## config.mk

```make
export PLATFORM = sky130hd
export DESIGN_NAME = anim_scheduler
export DESIGN_NICKNAME = d
export VERILOG_FILES = /design/src/rtl/anim_scheduler.sv
export SDC_FILE = /design/constraint.sdc
export NUM_CORES = 1
export LEC_CHECK = 0
export CORE_UTILIZATION = 50
export CTS_BUF_LIST = sky130_fd_sc_hd__clkbuf_4 sky130_fd_sc_hd__clkbuf_8 sky130_fd_sc_hd__clkbuf_16
export DETAILED_ROUTE_END_ITERATION = 10
export GPL_TIMING_DRIVEN = 0
export PLACE_DENSITY = 0.73
export SLEW_MARGIN = 20
export SYNTH_ARGS = -nofsm -noshare
export SYNTH_HDL_FRONTEND = slang
export SYNTH_SLANG_ARGS = --single-unit
```

## constraint.sdc

```tcl
create_clock -name clk -period 3.04 [get_ports clk]
set_input_delay 0.912 -clock clk [delete_from_list [all_inputs] [get_ports clk]]
set_output_delay 0.912 -clock clk [all_outputs]
set_load 0.05 [all_outputs]
```

## src/rtl/anim_scheduler.sv

```systemverilog
// Animation mode sequencer: free-running scan tick, mode-dependent frame tick and
// pause/next button handling. Define ANIM_DEBOUNCE_EN to add a stable-level button filter.
//
// state     | meaning
// ----------+------------------------------------------------------------
// ST_WALK   | slow animation, frame every WALK_DIV cycles, dwell running
// ST_RUN    | fast animation, frame every RUN_DIV cycles, dwell running
// ST_STOP   | pattern held at 0, frame divider idle, dwell running
// ST_PAUSED | everything frozen except scan_tick; saved mode restored on resume
module anim_scheduler #(
    parameter int unsigned SCAN_DIV     = 40000,
    parameter int unsigned WALK_DIV     = 5000000,
    parameter int unsigned RUN_DIV      = 1250000,
    parameter int unsigned DWELL_DIV    = 200000000,
    parameter int unsigned DEBOUNCE_DIV = 800000
) (
    input  logic       clk,
    input  logic       rst,
    input  logic       btn_pause,
    input  logic       btn_next,
    output logic       scan_tick,
    output logic       frame_tick,
    output logic [1:0] mode,
    output logic [2:0] pattern
);

    localparam int unsigned FRAME_MAX = (WALK_DIV > RUN_DIV) ? WALK_DIV : RUN_DIV;
    localparam int unsigned SCAN_W    = $clog2(SCAN_DIV + 1);
    localparam int unsigned FRAME_W   = $clog2(FRAME_MAX + 1);
    localparam int unsigned DWELL_W   = $clog2(DWELL_DIV + 1);

    localparam logic [SCAN_W-1:0]  SCAN_LAST  = SCAN_W'(SCAN_DIV - 1);
    localparam logic [FRAME_W-1:0] WALK_LAST  = FRAME_W'(WALK_DIV - 1);
    localparam logic [FRAME_W-1:0] RUN_LAST   = FRAME_W'(RUN_DIV - 1);
    localparam logic [DWELL_W-1:0] DWELL_LAST = DWELL_W'(DWELL_DIV - 1);

    typedef enum logic [1:0] {
        ST_WALK   = 2'd0,
        ST_RUN    = 2'd1,
        ST_STOP   = 2'd2,
        ST_PAUSED = 2'd3
    } state_t;

    // bit 0 = pause, bit 1 = next
    logic [1:0] btn_raw;
    logic [1:0] btn_s1;
    logic [1:0] btn_s2;
    logic [1:0] btn_lvl;
    logic [1:0] btn_lvl_q;
    logic [1:0] btn_rise;

    assign btn_raw = {btn_next, btn_pause};

    always_ff @(posedge clk or negedge rst) begin
        if (!rst) begin
            btn_s1    <= '0;
            btn_s2    <= '0;
            btn_lvl_q <= '0;
            btn_rise  <= '0;
        end else begin
            btn_s1    <= btn_raw;
            btn_s2    <= btn_s1;
            btn_lvl_q <= btn_lvl;
            btn_rise  <= btn_lvl & ~btn_lvl_q;
        end
    end

`ifdef ANIM_DEBOUNCE_EN
    localparam int unsigned DB_W = $clog2(DEBOUNCE_DIV + 1);
    localparam logic [DB_W-1:0] DB_LAST = DB_W'(DEBOUNCE_DIV - 1);

    logic [DB_W-1:0] db_cnt [2];
    logic [1:0]      db_lvl;

    // Filtered level flips only after DEBOUNCE_DIV consecutive samples disagree with it.
    always_ff @(posedge clk or negedge rst) begin
        if (!rst) begin
            db_lvl <= '0;
            for (int i = 0; i < 2; i++) db_cnt[i] <= '0;
        end else begin
            for (int i = 0; i < 2; i++) begin
                if (btn_s2[i] == db_lvl[i]) begin
                    db_cnt[i] <= '0;
                end else if (db_cnt[i] == DB_LAST) begin
                    db_lvl[i] <= btn_s2[i];
                    db_cnt[i] <= '0;
                end else begin
                    db_cnt[i] <= db_cnt[i] + 1'b1;
                end
            end
        end
    end

    assign btn_lvl = db_lvl;
`else
    assign btn_lvl = btn_s2;
`endif

    logic pause_evt;
    logic next_evt;

    assign pause_evt = btn_rise[0];
    assign next_evt  = btn_rise[1];

    logic [SCAN_W-1:0] scan_cnt;

    always_ff @(posedge clk or negedge rst) begin
        if (!rst) begin
            scan_cnt  <= '0;
            scan_tick <= 1'b0;
        end else begin
            scan_tick <= (scan_cnt == SCAN_LAST);
            scan_cnt  <= (scan_cnt == SCAN_LAST) ? '0 : scan_cnt + 1'b1;
        end
    end

    state_t             state;
    state_t             saved;
    state_t             seq_next;
    logic [FRAME_W-1:0] frame_cnt;
    logic [DWELL_W-1:0] dwell_cnt;
    logic               frame_last;
    logic               dwell_last;

    always_comb begin
        frame_last = 1'b0;
        seq_next   = ST_WALK;
        case (state)
            ST_WALK: begin
                frame_last = (frame_cnt == WALK_LAST);
                seq_next   = ST_RUN;
            end
            ST_RUN: begin
                frame_last = (frame_cnt == RUN_LAST);
                seq_next   = ST_STOP;
            end
            default: begin
                frame_last = 1'b0;
                seq_next   = ST_WALK;
            end
        endcase
        dwell_last = (dwell_cnt == DWELL_LAST);
    end

    // Pause freezes counters in place rather than clearing them, so resume continues mid-dwell.
    always_ff @(posedge clk or negedge rst) begin
        if (!rst) begin
            state      <= ST_WALK;
            saved      <= ST_WALK;
            frame_cnt  <= '0;
            dwell_cnt  <= '0;
            pattern    <= '0;
            frame_tick <= 1'b0;
        end else begin
            frame_tick <= 1'b0;
            if (pause_evt) begin
                if (state == ST_PAUSED) begin
                    state <= saved;
                end else begin
                    saved <= state;
                    state <= ST_PAUSED;
                end
            end else if (state != ST_PAUSED) begin
                if (next_evt || dwell_last) begin
                    state     <= seq_next;
                    frame_cnt <= '0;
                    dwell_cnt <= '0;
                    if (seq_next == ST_STOP) pattern <= '0;
                end else begin
                    dwell_cnt <= dwell_cnt + 1'b1;
                    if (state != ST_STOP) begin
                        if (frame_last) begin
                            frame_cnt  <= '0;
                            pattern    <= pattern + 3'd1;
                            frame_tick <= 1'b1;
                        end else begin
                            frame_cnt <= frame_cnt + 1'b1;
                        end
                    end
                end
            end
        end
    end

    assign mode = state;

endmodule

```

==> flow_metrics.tcl, run 1 <==
set metrics [dict create \
    outcome "completed" \
    start_util 0.520 \
    drt_wl_total_um 9660 \
    hold_depth 0 \
    p_leak_nw 1.92 \
    reg2reg_depth 7 \
    place.gp.congestion 0.916 \
    synthDistinctLibCells 49 \
    vias_per_cell 6.21 \
    synth_ff_type "dfrtp_1" \
    arrival_ps 3090 \
    clock_path_buffers 2 \
    tns_ps 0 \
    placed_cell_area_um2 4570 \
    dr.pass1.iters 5 \
    cp-start-kind "flop" \
    ys_warn_count 0 \
    clock.fmax_ghz 0.354 \
    io_pins 11 \
    grt_pass1_wl_um 16300 \
    layoutNonFillerInstCount 582 \
    grt_overflow_total 0 \
    path_clk_slew_ps 90 \
    cts_tree "done" \
    die_y_um 94.9 \
    drive_gt1_frac 0.0650 \
    n_antenna_cell 0 \
    max_slew.worst_pin.slew_ps 946 \
    core-area_um2 8300 \
    postSynth.asyncResetShare 1.00 \
    drtAntennaViolNets 0 \
    port_buffers 10 \
    skew_ps 12.1 \
    synth_area_leaders "dfrtp_1 (49%), xnor2_1 (4.9%), nor2_1 (4.4%)" \
    clock-sinks 84 \
    end_kind "flop" \
    setup_viol 0 \
    final_area_um2 4800 \
    rsz0062_at_grt "false" \
    hold_violations 0 \
    cp.required_ps 3310 \
    drv_slew 0 \
    ys_ff_latch 84 \
    min_path_type "reg2reg" \
    final_nets 482 \
    ir_drop_mv 0.388 \
    drc 0 \
    die-area_um2 9010 \
    grt_util_all_layers 0.235 \
    drt_iter0_drc 293 \
    max_slew_margin 0.364 \
    rows 33 \
    finalCritPeriodShare 0.928 \
    grt_max_degree 59 \
    finalCriticalPeriod_ps 2820 \
    cts_buffers 9 \
    syn_inst 452 \
    post-place-cells 568 \
    mappedNetlistArea_um2 4320 \
    htree_levels 3 \
    path_max_fanout 10 \
    clock_latency_ps 360 \
    cts_root_buf "clkbuf_8" \
    die_x_um 94.9 \
    setup.worst_path.class "reg2reg" \
    routed-via-count 3617 \
    antenna_found_initial 0 \
    hpwl_um 6540 \
    wire_per_inst_um 16.6 \
    synth-edff-count 0 \
    syn_nets 460 \
    synth_top_area_cell "dfrtp_1" \
    areaGrowthSynthToFinish_pct 11.2 \
    yosysTopAreaCellShare 0.487 \
    drv_cap 0 \
    grt_pass1_vias 3434 \
    total_power_mw 2.62 \
    seq_area_frac_synth 0.487 \
    powerDensity_nw_per_um2 547 \
    syn_area_per_cell_um2 9.55 \
]
==> what timing repair did <==
action,4_1_cts,5_1_grt
gates resized for setup,1,3
setup endpoints to repair,20,32
hold buffers,0,0
hold endpoints to repair,0,0
buffers inserted,0,0
gates cloned,0,0
==> cells in the final DEF, fill, tap and decap left out, drive strengths merged, types with 11 or more instances in the layout <==
| cell | n |
|---|---|
| or4 | 11 |
| inv | 20 |
| o21ai | 20 |
| clkbuf | 22 |
| nand3 | 28 |
| a21oi | 15 |
| nand2 | 36 |
| a311oi | 12 |
| nor4 | 11 |
| nor2 | 51 |
| xnor2 | 24 |
| nand4 | 15 |
| dfrtp | 84 |
==> cells in the mapped netlist, types with 6 or more instances <==
library cell	n
nor2_1	51
nor4b_1	6
clkbuf_1	13
nand4_1	15
a311oi_1	12
xor2_1	10
or3_1	10
or4_1	11
dfrtp_1	84
nor2b_1	6
xnor2_1	24
and3_1	8
nor3_1	6
and4_1	9
inv_1	20
nand3_1	28
o21ai_0	17
a21oi_1	13
nor4_1	11
nand2_1	36
==> layout make-up <==
class	instances	area, um^2
timing repair buffer	11	125
clock buffer	9	124
buffer	16	70.1
multi-input combinational	332	2090
fill	703	3500
tap	105	131
inverter	20	75.1
sequential	84	2100
clock inverter	5	78.8
==> cells by family (layout without fill, tap and decap cells) <==
group | Yosys count | count (layout) | synth area share
adders and majority gates | 4 | 4 | 0.0116
muxes | 3 | 3 | 0.00696
AOI/OAI and AO/OA | 76 | 76 | 0.121
xor gates and xnor gates | 34 | 34 | 0.0690
DFF | 84 | 84 | 0.487
and+or+nand+nor | 215 | 215 | 0.271
buffers and inverters | 36 | 61 | 0.0336
==> worst max-delay path, cell delays in order (launching register included) <==
cell	delay, ps
dfrtp_1	420
ha_1	230
and3_1	240
nor4b_2	210
a31oi_2	470
clkbuf_1	500
nand3_1	390
o21ai_0	260
==> worst paths after layout <==
path,startpoint,to,slack (ps)
min,btn_s1[1],btn_lvl[1],360
max,dwell_cnt[0],frame_cnt[0],220
max in group asynchronous,rst,frame_cnt[15],1960
min in group asynchronous,rst,dwell_cnt[22],460
max reg2reg,dwell_cnt[0],frame_cnt[0],220
min reg2reg,btn_s1[1],btn_lvl[1],360
==> stage by stage <==
stage	utilization	worst slack (ps)	hold slack [ps]
after floorplan	-	513	331
after global placement	0.548	-1950	335
after detailed placement	0.551	-67.9	338
after CTS	0.576	20.5	368
after global routing	0.578	32.9	368
final	0.578	218	362
==> metal layers <==
metal	track usage	up-vias	share of wire
met5	0	-	0
met3	0.0378	16	0.055
li1	-	1706	-
met2	0.359	126	0.46
met1	0.335	1769	0.47
met4	0.0909	0	0.017
==> where the power goes <==
part	internal, mW	switching (mW)	total, mW	leakage (nW)
Combinational	0.148	0.347	0.495	0.686
Sequential	1.20	0.0876	1.28	1.13
Clock	0.452	0.393	0.845	0.105
==> state kept, by name (all words and copies together) (netlist names) <==
name,flops
btn_rise,2
frame_cnt,23
scan_tick,1
mode,2
scan_cnt,16
frame_tick,1
pattern,3
btn_lvl_q,2
dwell_cnt,28
saved,2
btn_lvl,2
btn_s1,2
No activity file was read; power rests on OpenSTA's default activity.
==> inputs of run 2 (changes only) <==
--- a/config.mk
+++ b/config.mk
@@ -6,7 +6,7 @@
 export NUM_CORES = 1
 export LEC_CHECK = 0
 export CORE_UTILIZATION = 50
-export CTS_BUF_LIST = sky130_fd_sc_hd__clkbuf_4 sky130_fd_sc_hd__clkbuf_8 sky130_fd_sc_hd__clkbuf_16
+export CTS_BUF_LIST = sky130_fd_sc_hd__clkbuf_8
 export DETAILED_ROUTE_END_ITERATION = 10
 export GPL_TIMING_DRIVEN = 0
 export PLACE_DENSITY = 0.73
==> results of run 2 <==
No change in the layout: final DEF, timing and power equal those of run 1.
